File: config.mk
export PLATFORM = sky130hd
export DESIGN_NAME = trace_sync_ctrl_flat
export DESIGN_NICKNAME = d
export VERILOG_FILES = /design/src/rtl/trace_sync_ctrl_if.sv /design/src/rtl/trace_sync_ctrl.sv /design/src/flat_wrapper.sv
export SDC_FILE = /design/constraint.sdc
export NUM_CORES = 1
export LEC_CHECK = 0
export CORE_MARGIN = 4
export CORE_UTILIZATION = 60
export DETAILED_ROUTE_END_ITERATION = 10
export PLACE_DENSITY_LB_ADDON = 0.25
export SETUP_SLACK_MARGIN = 0.15
export SYNTH_ARGS = -nofsm -noshare
export SYNTH_HDL_FRONTEND = slang
export SYNTH_SLANG_ARGS = --single-unit
File: constraint.sdc
create_clock -name traceClkin -period 5.8 [get_ports traceClkin]
set_input_delay 1.74 -clock traceClkin [delete_from_list [all_inputs] [get_ports traceClkin]]
set_output_delay 1.74 -clock traceClkin [all_outputs]
set_load 0.02 [all_outputs]
File: src/rtl/trace_sync_ctrl_if.sv
// rtl/trace_sync_ctrl_if.sv - trace sync controller bus bundle
//
// Purpose: groups the controller's configuration, capture-datapath
// handshake and status signals into one bundle.
//   master : drives enable/cfgAuto/cfgWidth/syncSeen/PkAvail/clearCount,
//            observes width/ifRst/locked/lostSync/state/frameCount.
//   slave  : the controller side (trace_sync_ctrl).
interface trace_sync_ctrl_if;
   logic        enable;
   logic        cfgAuto;
   logic [1:0]  cfgWidth;
   logic        syncSeen;
   logic        PkAvail;
   logic        clearCount;
   logic [1:0]  width;
   logic        ifRst;
   logic        locked;
   logic        lostSync;
   logic [2:0]  state;
   logic [15:0] frameCount;

   modport master (
      output enable, cfgAuto, cfgWidth, syncSeen, PkAvail, clearCount,
      input  width, ifRst, locked, lostSync, state, frameCount
   );

   modport slave (
      input  enable, cfgAuto, cfgWidth, syncSeen, PkAvail, clearCount,
      output width, ifRst, locked, lostSync, state, frameCount
   );
endinterface

File: src/rtl/trace_sync_ctrl.sv
// rtl/trace_sync_ctrl.sv - trace port width hunt and sync lock controller
//
// Purpose: selects the trace bus width, holds the capture datapath in reset
// after each (re)selection, hunts for sync pulses, declares lock, detects
// loss of lock and counts frames received while locked.
// Ports:
//   traceClkin : trace clock, all logic on its rising edge
//   rst        : asynchronous, active-high reset
//   trc_io     : slave side of trace_sync_ctrl_if
//                in : enable, cfgAuto, cfgWidth, syncSeen, PkAvail, clearCount
//                out: width, ifRst, locked, lostSync, state, frameCount
module trace_sync_ctrl #(
   parameter int HUNT_CYCLES  = 4096,
   parameter int LOSS_CYCLES  = 65536,
   parameter int CONFIRM      = 2,
   parameter int FLUSH_CYCLES = 2
) (
   input logic                traceClkin,
   input logic                rst,
   trace_sync_ctrl_if.slave   trc_io
);

   typedef enum logic [2:0] {
      IDLE   = 3'd0,
      FLUSH  = 3'd1,
      HUNT   = 3'd2,
      LOCKED = 3'd3
   } state_e;

   // One timer is shared by FLUSH, HUNT and LOCKED; size it for the longest.
   localparam int HUNT_W  = $clog2(HUNT_CYCLES);
   localparam int LOSS_W  = $clog2(LOSS_CYCLES);
   localparam int FLUSH_W = $clog2(FLUSH_CYCLES);
   localparam int MAX_HL  = (HUNT_W > LOSS_W) ? HUNT_W : LOSS_W;
   localparam int MAX_W   = (MAX_HL > FLUSH_W) ? MAX_HL : FLUSH_W;
   localparam int TMR_W   = (MAX_W < 1) ? 1 : MAX_W;
   localparam int CNT_W   = $clog2(CONFIRM + 1);

   state_e              state_q, state_d;
   logic [1:0]          width_q, width_d;
   logic [TMR_W-1:0]    timer_q, timer_d;
   logic [CNT_W-1:0]    sync_cnt_q, sync_cnt_d;
   logic                lost_q, lost_d;
   logic [15:0]         frame_cnt_q, frame_cnt_d;
   logic                pk_prev_q;
   logic                cfg_auto_q;
   logic [1:0]          cfg_width_q;

   logic [1:0]          target_width;
   logic [1:0]          next_width;
   logic                cfg_change;
   logic [CNT_W-1:0]    sync_inc;

   assign target_width = trc_io.cfgAuto ? 2'd3 : trc_io.cfgWidth;
   assign cfg_change   = (trc_io.cfgAuto != cfg_auto_q) || (trc_io.cfgWidth != cfg_width_q);
   assign sync_inc     = sync_cnt_q + CNT_W'(trc_io.syncSeen);

   // Auto hunt order 3 -> 2 -> 1 -> 3; code 0 falls back to 3.
   always_comb begin
      case (width_q)
         2'd3:    next_width = 2'd2;
         2'd2:    next_width = 2'd1;
         default: next_width = 2'd3;
      endcase
   end

   always_ff @(posedge traceClkin or posedge rst) begin
      if (rst) begin
         state_q     <= IDLE;
         width_q     <= 2'd3;
         timer_q     <= '0;
         sync_cnt_q  <= '0;
         lost_q      <= 1'b0;
         frame_cnt_q <= '0;
         pk_prev_q   <= 1'b0;
         cfg_auto_q  <= 1'b0;
         cfg_width_q <= 2'd0;
      end else begin
         state_q     <= state_d;
         width_q     <= width_d;
         timer_q     <= timer_d;
         sync_cnt_q  <= sync_cnt_d;
         lost_q      <= lost_d;
         frame_cnt_q <= frame_cnt_d;
         pk_prev_q   <= trc_io.PkAvail;
         cfg_auto_q  <= trc_io.cfgAuto;
         cfg_width_q <= trc_io.cfgWidth;
      end
   end

   always_comb begin
      state_d    = state_q;
      width_d    = width_q;
      timer_d    = timer_q;
      sync_cnt_d = sync_cnt_q;
      lost_d     = 1'b0;
      if (!trc_io.enable) begin
         state_d    = IDLE;
         timer_d    = '0;
         sync_cnt_d = '0;
      end else if (state_q != IDLE && cfg_change) begin
         // Reconfiguration is not a loss of lock, so no lostSync here.
         state_d    = FLUSH;
         width_d    = target_width;
         timer_d    = '0;
         sync_cnt_d = '0;
      end else begin
         case (state_q)
            IDLE: begin
               state_d = FLUSH;
               width_d = target_width;
               timer_d = '0;
            end
            FLUSH: begin
               if (timer_q == TMR_W'(FLUSH_CYCLES - 1)) begin
                  state_d    = HUNT;
                  timer_d    = '0;
                  sync_cnt_d = '0;
               end else begin
                  timer_d = timer_q + TMR_W'(1);
               end
            end
            HUNT: begin
               // The sync on the timeout cycle is counted before the timeout
               // is acted on, so a completed CONFIRM wins.
               if (sync_inc == CNT_W'(CONFIRM)) begin
                  state_d    = LOCKED;
                  timer_d    = '0;
                  sync_cnt_d = sync_inc;
               end else if (timer_q == TMR_W'(HUNT_CYCLES - 1)) begin
                  timer_d    = '0;
                  sync_cnt_d = '0;
                  if (trc_io.cfgAuto) begin
                     state_d = FLUSH;
                     width_d = next_width;
                  end
               end else begin
                  timer_d    = timer_q + TMR_W'(1);
                  sync_cnt_d = sync_inc;
               end
            end
            LOCKED: begin
               if (trc_io.syncSeen) begin
                  timer_d = '0;
               end else if (timer_q == TMR_W'(LOSS_CYCLES - 1)) begin
                  state_d = FLUSH;
                  timer_d = '0;
                  lost_d  = 1'b1;
               end else begin
                  timer_d = timer_q + TMR_W'(1);
               end
            end
            default: state_d = IDLE;
         endcase
      end
   end

   always_comb begin
      frame_cnt_d = frame_cnt_q;
      if (trc_io.clearCount) begin
         frame_cnt_d = '0;
      end else if (state_q == LOCKED && trc_io.PkAvail != pk_prev_q &&
                   frame_cnt_q != 16'hFFFF) begin
         frame_cnt_d = frame_cnt_q + 16'd1;
      end
   end

   assign trc_io.width      = width_q;
   assign trc_io.ifRst      = (state_q == IDLE) || (state_q == FLUSH);
   assign trc_io.locked     = (state_q == LOCKED);
   assign trc_io.lostSync   = lost_q;
   assign trc_io.state      = state_q;
   assign trc_io.frameCount = frame_cnt_q;

endmodule

File: src/flat_wrapper.sv
// flat-port wrapper written by rule: the top's interface ports become plain ports
module trace_sync_ctrl_flat 
#(
   parameter int HUNT_CYCLES  = 4096,
   parameter int LOSS_CYCLES  = 65536,
   parameter int CONFIRM      = 2,
   parameter int FLUSH_CYCLES = 2
)
  (traceClkin, rst, trc_io_enable, trc_io_cfgAuto, trc_io_cfgWidth, trc_io_syncSeen, trc_io_PkAvail, trc_io_clearCount, trc_io_width, trc_io_ifRst, trc_io_locked, trc_io_lostSync, trc_io_state, trc_io_frameCount);
  trace_sync_ctrl_if trc_io_i ();
  input logic traceClkin;
  input logic rst;
  input wire logic [$bits(trc_io_i.enable)-1:0] trc_io_enable;
  input wire logic [$bits(trc_io_i.cfgAuto)-1:0] trc_io_cfgAuto;
  input wire logic [$bits(trc_io_i.cfgWidth)-1:0] trc_io_cfgWidth;
  input wire logic [$bits(trc_io_i.syncSeen)-1:0] trc_io_syncSeen;
  input wire logic [$bits(trc_io_i.PkAvail)-1:0] trc_io_PkAvail;
  input wire logic [$bits(trc_io_i.clearCount)-1:0] trc_io_clearCount;
  output wire logic [$bits(trc_io_i.width)-1:0] trc_io_width;
  output wire logic [$bits(trc_io_i.ifRst)-1:0] trc_io_ifRst;
  output wire logic [$bits(trc_io_i.locked)-1:0] trc_io_locked;
  output wire logic [$bits(trc_io_i.lostSync)-1:0] trc_io_lostSync;
  output wire logic [$bits(trc_io_i.state)-1:0] trc_io_state;
  output wire logic [$bits(trc_io_i.frameCount)-1:0] trc_io_frameCount;
  assign trc_io_i.enable = trc_io_enable;
  assign trc_io_i.cfgAuto = trc_io_cfgAuto;
  assign trc_io_i.cfgWidth = trc_io_cfgWidth;
  assign trc_io_i.syncSeen = trc_io_syncSeen;
  assign trc_io_i.PkAvail = trc_io_PkAvail;
  assign trc_io_i.clearCount = trc_io_clearCount;
  assign trc_io_width = trc_io_i.width;
  assign trc_io_ifRst = trc_io_i.ifRst;
  assign trc_io_locked = trc_io_i.locked;
  assign trc_io_lostSync = trc_io_i.lostSync;
  assign trc_io_state = trc_io_i.state;
  assign trc_io_frameCount = trc_io_i.frameCount;
  trace_sync_ctrl #(.HUNT_CYCLES(HUNT_CYCLES), .LOSS_CYCLES(LOSS_CYCLES), .CONFIRM(CONFIRM), .FLUSH_CYCLES(FLUSH_CYCLES)) u_core (.traceClkin(traceClkin), .rst(rst), .trc_io(trc_io_i));
endmodule
==> results.md <==
- Of all nets on the critical path, the largest fanout is 12.
- sky130_fd_sc_hd__dfrtp_1 is the most common cell in the netlist.
- The post-CTS setup buffer count is 0.
- The smallest setup slack after layout is ~1.8 ns.
- The final setup violation count is 0.
- For this design the ratio of total power to cell area is ~270 nW/µm².
- The wire length reported by the detailed router is 6.14 mm.
- STA classifies the critical path endpoint as a register.
- The highest achievable clock rate is 253 MHz.
- Synthesis instantiated 61 different standard cells from the library.
- The count of nets left with antenna violations once routing finished came out at 0.
- Summing all multi-input logic gate instances after layout gives 1550 µm².
- The ratio of cells with drive above 1 in the final layout is 0.0816.
- The final period utilization is 0.682.
- The count of nets after finishing is 348.
- Setup repair after global routing left no endpoint under its margin.
- The pre-CTS worst setup slack is roughly 1.6 ns.
- The total overflow left after global routing is 0.
- The starting DRC count in detailed routing is ~170.
- In this run the tightest slew margin relative to its limit is 0.443.
- The worst hold path begins at u_core.sync_cnt_q[0].
- By count the netlist is led by 41 x sky130_fd_sc_hd__dfrtp_1, 34 x sky130_fd_sc_hd__nand2_1, 30 x sky130_fd_sc_hd__nor2_1.
- The setup slack of the most critical reg-to-reg path is between 3 and 4 ns.
- TritonCTS built the clock tree.
- The core footprint is between 4000 and 5000 µm².
- The critical path is of the in -> reg type.
- Summing all flip-flop and latch instances after layout gives about 1100 µm².
- The main flop type after synthesis is sky130_fd_sc_hd__dfrtp_1.
- The power consumption is between 800 and 900 µW.
- After synthesis, the mean cell area works out to between 9 and 10 µm².
- The flow ran to the end, and the final reports show no timing, DRC or antenna violations.
- The row count is 24.
- For this run, design rule violations remaining after detail routing come to 0.
- The clock passes through at most 2 buffers.
- The number of hold-slack violations in the final timing report is 0.
- After synthesis, the cell types taking the most area are sky130_fd_sc_hd__dfrtp_1 37%, sky130_fd_sc_hd__xnor2_1 5.4%, sky130_fd_sc_hd__o211ai_1 5.2%, sky130_fd_sc_hd__nand2_1 4.6%, sky130_fd_sc_hd__ha_1 4.1%.
- Final hold analysis gives a worst-case slack of roughly 0.5 ns.
- The critical path startpoint category is a primary input.
- Summed over all nets, the half-perimeter wirelength after detailed placement is about 4.3 mm.
- The worst min-delay path endpoint is u_core.sync_cnt_q[0].
- The cell depth of the worst flop-to-flop path is 6.
- The count of flip-flops with a built-in enable after synthesis is 0.
- The number of clock buffers inserted by TritonCTS is 5.
- For this configuration, the core starts out at a cell density of 0.624.
- CTS built an H-tree with a depth of 2.
- The reg-to-reg critical path startpoint is u_core.timer_q[0].
- The x dimension of the die is around 76 µm.
- In the final routed layout, each cell accounts on average for roughly 16 µm.
- The slew at the pin closest to its max-slew limit is 0.826 ns.
- The root buffer cell chosen for the clock tree is sky130_fd_sc_hd__clkbuf_8.
- Yosys printed 0 warnings.
- Gates resized during post-CTS repair numbered 0.
- After clock tree synthesis, the clock-pin slew on the worst setup and hold paths is ~0.080 ns.
- Of the post-synthesis cell area, the dominant cell type holds 0.372.
- STA puts the critical path data arrival time at roughly 4.2 ns.
- The area growth from synthesis to layout is 15.4%.
- The flop and latch count out of synthesis is 43.
- Dividing the detail-routed via count by the number of cells gives around 6.4.
- Fill cells in the final layout number 349.
- The total negative slack for setup checks is 0 ns.
- Summed over all instances, the cell type with the most area after synthesis is sky130_fd_sc_hd__dfrtp_1.
- The sequential-to-total area share from yosys stat is 0.391.
- The initial antenna violation count is 0.
- At the worst endpoint, the required time is about 6 ns.
- Across the VDD grid, the largest voltage drop is ~0.26 mV.
- The endpoint identified for the worst register-to-register timing path is u_core.timer_q[2].
- The synthesized netlist occupies a cell area of 2760 µm².
- The pin count of the biggest net entering global routing is between 40 and 50.
- The number of nets produced by synthesis is between 300 and 400.
- The total inserted antenna cells is 0.
- The number of top-level design ports is 33.
- The total clock sinks is 43.
- Across the run, the number of max-cap violations was 0.
- The worst hold path depth is 1.
- The via count of the first global-routing pass is approximately 2200.
- The worst path in the final design needs a cycle of approximately 4.0 ns, including I/O delays and setup.
- At the later pin of the worst-skew pair, clock insertion delay measures 0.30 ns.
- The area of the die is roughly 5700 µm².
- The first TritonRoute pass finished after 5 iterations.
- Routability-driven placement finished with a final weighted congestion of about 0.92.
- The static leakage is about 1.2 nW.
- The worst min-delay path category is reg -> reg.
- The worst-case clock skew is 0.00562 ns.
- The number of buffers inserted by port buffering is 31.
- The number of buffers added to fix hold violations after cts is 0.
- The number of slew-limit violations in the final report was 0.
- The routed layout has about 2400 vias.
- In this run the vertical extent of the chip is 75.8 µm.
- The cell count after synthesis is roughly 300.
- For this run, the total global-route usage over all layers was measured as 0.236.
- For this run, asynchronously set or reset flops after synthesis account for 1.00.
- The first-pass GRT wire length is 10.3 mm.
==> cells by family (layout without fill, tap and decap cells) <==
family                   after synthesis  after routing  synth area share
AND/OR/NAND/NOR                      136            136             0.257
AO/OA/AOI/OAI                         64             64             0.185
flip-flops                            43             43             0.391
buffers and inverters                 30             55            0.0477
XOR/XNOR                              18             18            0.0572
adder cells (fa/ha/maj)                9              9            0.0409
multiplexers                           5              5            0.0195
other                                  1              1           0.00136
==> power breakdown <==
part           switching, mW  leakage, nW  total, mW  internal, mW
Clock                  0.101       0.0612      0.241         0.139
Combinational          0.173        0.555      0.284         0.111
Sequential            0.0172        0.583      0.336         0.319
Total                  0.292         1.20      0.860         0.569
==> area by class of cell <==
| class | instances | share of cell area |
|---|---|---|
| clock buffer | 6 | 0.0260 |
| sequential | 43 | 0.339 |
| tap | 52 | 0.0204 |
| timing repair buffer | 32 | 0.0999 |
| clock inverter | 2 | 0.0110 |
| multi-input combinational | 233 | 0.486 |
| inverter | 15 | 0.0177 |
==> metrics by stage <==
stage	std cells	util	area [µm²]
final	383	0.721	3180
after global routing	383	0.721	3180
after CTS	383	0.721	3180
after detailed placement	375	0.694	3060
after global placement	375	0.694	3060
after floorplan	306	-	2760
==> placed cells by master, fill, tap and decap left out, types with 3 or more instances in the layout <==
cell type / count
sky130_fd_sc_hd__xnor2_1: 17
sky130_fd_sc_hd__clkdlybuf4s50_1: 31
sky130_fd_sc_hd__o21ai_0: 5
sky130_fd_sc_hd__o211ai_1: 19
sky130_fd_sc_hd__o2111ai_1: 4
sky130_fd_sc_hd__and2_1: 3
sky130_fd_sc_hd__and4_1: 3
sky130_fd_sc_hd__clkbuf_8: 6
sky130_fd_sc_hd__nor4_1: 9
sky130_fd_sc_hd__ha_1: 9
sky130_fd_sc_hd__o32a_1: 3
sky130_fd_sc_hd__o31ai_1: 3
sky130_fd_sc_hd__nor3_1: 8
sky130_fd_sc_hd__nand2_1: 34
sky130_fd_sc_hd__or3_1: 3
sky130_fd_sc_hd__a21oi_1: 7
sky130_fd_sc_hd__nand4_1: 12
sky130_fd_sc_hd__or4_4: 4
sky130_fd_sc_hd__inv_1: 14
sky130_fd_sc_hd__nor2_1: 30
sky130_fd_sc_hd__dfrtp_1: 41
sky130_fd_sc_hd__o21ai_1: 3
sky130_fd_sc_hd__nand3_1: 16
==> worst max-delay path: stages <==
cell and delay [ns]:
sky130_fd_sc_hd__clkdlybuf4s50_1 0.53, sky130_fd_sc_hd__xnor2_1 0.32, sky130_fd_sc_hd__and4_1 0.48, sky130_fd_sc_hd__nor2b_1 0.69, sky130_fd_sc_hd__o2111ai_1 0.24, sky130_fd_sc_hd__o211ai_1 0.16
==> state kept, by name, indices dropped and copies added (netlist names) <==
register and flops:
u_core.timer_q 16, u_core.trc_io.lostSync 1, u_core.trc_io.width 2, u_core.trc_io.frameCount 16, u_core.cfg_width_q 2, u_core.cfg_auto_q 1
u_core.pk_prev_q 1, u_core.sync_cnt_q 2, u_core.trc_io.state 2
==> routing by layer <==
layer	vias up	GRT usage	wire length [µm]
met5	-	0	0
met4	0	0.0738	102
met3	11	0.0580	332
met2	77	0.378	2920
met1	1178	0.314	2790
li1	1176	-	-
==> worst max path at each step <==
| stage | endpoint | startpoint | cells after the start | slack, ns |
|---|---|---|---|---|
| floorplan | u_core.timer_q[2] | trc_io_cfgWidth[1] | 8 | 2.48 |
| global placement | u_core.timer_q[3] | trc_io_cfgAuto | 6 | 1.62 |
| detailed placement | u_core.timer_q[2] | trc_io_cfgAuto | 6 | 1.55 |
| CTS | u_core.timer_q[2] | trc_io_cfgAuto | 6 | 1.84 |
| global route | u_core.timer_q[0] | trc_io_cfgAuto | 6 | 1.61 |
| finish | u_core.timer_q[2] | trc_io_cfgAuto | 6 | 1.84 |
No activity file was read; power rests on OpenSTA's default activity.
==> edit: new RTL, config.mk and constraints unchanged <==
`CONFIRM` is set to 2 in 2 places; all go to 1.
--- a/src/rtl/trace_sync_ctrl.sv
+++ b/src/rtl/trace_sync_ctrl.sv
@@ -12,7 +12,7 @@
 module trace_sync_ctrl #(
    parameter int HUNT_CYCLES  = 4096,
    parameter int LOSS_CYCLES  = 65536,
-   parameter int CONFIRM      = 2,
+   parameter int CONFIRM      = 1,
    parameter int FLUSH_CYCLES = 2
 ) (
    input logic                traceClkin,
--- a/src/flat_wrapper.sv
+++ b/src/flat_wrapper.sv
@@ -3,7 +3,7 @@
 #(
    parameter int HUNT_CYCLES  = 4096,
    parameter int LOSS_CYCLES  = 65536,
-   parameter int CONFIRM      = 2,
+   parameter int CONFIRM      = 1,
    parameter int FLUSH_CYCLES = 2
 )
   (traceClkin, rst, trc_io_enable, trc_io_cfgAuto, trc_io_cfgWidth, trc_io_syncSeen, trc_io_PkAvail, trc_io_clearCount, trc_io_width, trc_io_ifRst, trc_io_locked, trc_io_lostSync, trc_io_state, trc_io_frameCount);
Function: changed (Yosys sat finds a counterexample within 10 cycles, from zero or initial values and one cycle with rst high).
==> edit against the original RTL <==
- total power shrank 5.0%
- sequential cell count shrank 1
- cell area shrank 10%
- fmax shrank 1.9%
- clock power shrank 21%
- critical path type unchanged
- setup slack lost 0.077 ns
- utilization grew 3.3 points
- synthesized area shrank 12%
- routed wire length shrank 15%
- clock skew grew 0.0012 ns
- hold slack gained 0.027 ns
- combinational power grew 4%
- synthesized cell count shrank 15%
- first-iteration DRC count grew 4.8%
==> edit: results (changes against the original RTL) <==
[layout]
nNonClkInverters=12  ; -3
nClkBuffers=8  ; +2
multi_input_cells=198  ; -15%
register_area_sq_um=1050  ; -2.3%
fin_nets=308  ; -11%
drive_above_1_share_pct=7.53  ; -0.62 points

[placement]
dp_hpwl_mm=3.79  ; -13%
place_area_sq_um=2770  ; -9.5%

[setup_path]
crit_arrival_ns=4.25  ; +0.09 ns
slowest_stage=o31a_1
reg2reg_to=u_core.timer_q[5]

[logic_synthesis]
synthDistinctLibCells=52  ; -15%
syn_nets=278  ; -14%
yosys-top-cells-area=dfrtp_1 (41%), a31oi_1 (4.9%), ha_1 (4.1%)

[drt]
route.vias.total=2104  ; -14%
drt_wl_total_mm=5.24  ; -15%
drt_iter0_markers=176  ; +4.8%
first_pass_iters=4  ; -1

[pwr]
p_leak_nw=1.10  ; -8.4%
pwr-share-seq_pct=40.8  ; +1.8 points
p_clk_share_pct=23.3  ; -4.7 points
p_int_mw=0.523  ; -8.0%

[grt]
grt_max_degree=27  ; -39%
met1_usage_pct=29.4  ; -2.0 points

[worst_hold_path]
worstHoldStart=u_core.timer_q[10]
worstHoldEndpoint=u_core.timer_q[10]

[outcome]
status=finished, final reports clean

## edit: cell count changes after synthesis, moves of 5 or more
cell | before | now
nor2_1 | 30 | 20
o21ai_0 | 5 | 10
nor4_1 | 9 | 3
a31oi_1 | 2 | 19
xnor2_1 | 17 | 8
nand2_1 | 34 | 24
xor2_1 | 1 | 7
o211ai_1 | 19 | 3
## edit: cell families (layout without fill, tap and decap cells)
kind of cell | after synthesis | count (layout) | share of synthesized area, %
other | 1 | 1 | 0.154
xor gates and xnor gates | 15 | 15 | 5.39
adders and majority gates | 8 | 8 | 4.10
DFF | 42 | 42 | 43.2
and+or+nand+nor | 109 | 109 | 24.1
muxes | 5 | 5 | 2.15
AOI/OAI and AO/OA | 60 | 60 | 17.3
buffers and inverters | 21 | 52 | 3.64
## edit: stage by stage
| step | hold slack (ns) | total power, mW | setup WS [ns] | std cells | util, % |
|---|---|---|---|---|---|
| after floorplan | 0.472 | 0.537 | 2.71 | 261 | - |
| after global placement | 0.512 | 0.622 | 1.56 | 332 | 73.0 |
| after detailed placement | 0.526 | 0.626 | 1.47 | 332 | 73.0 |
| after CTS | 0.538 | 0.816 | 1.79 | 340 | 75.4 |
| after global routing | 0.567 | 0.859 | 1.47 | 340 | 75.4 |
| final | 0.541 | 0.817 | 1.77 | 340 | 75.4 |
## edit: worst max path at each step
stage / from / endpoint / slack, ns / cells after the start
after detailed placement: trc_io_cfgAuto / u_core.timer_q[5] / 1.47 / 7
after global placement: trc_io_cfgAuto / u_core.timer_q[3] / 1.56 / 7
final: trc_io_cfgAuto / u_core.timer_q[5] / 1.77 / 7
after global routing: trc_io_cfgAuto / u_core.timer_q[9] / 1.47 / 7
after CTS: trc_io_cfgAuto / u_core.timer_q[5] / 1.79 / 7
after floorplan: trc_io_cfgWidth[0] / u_core.timer_q[3] / 2.71 / 6
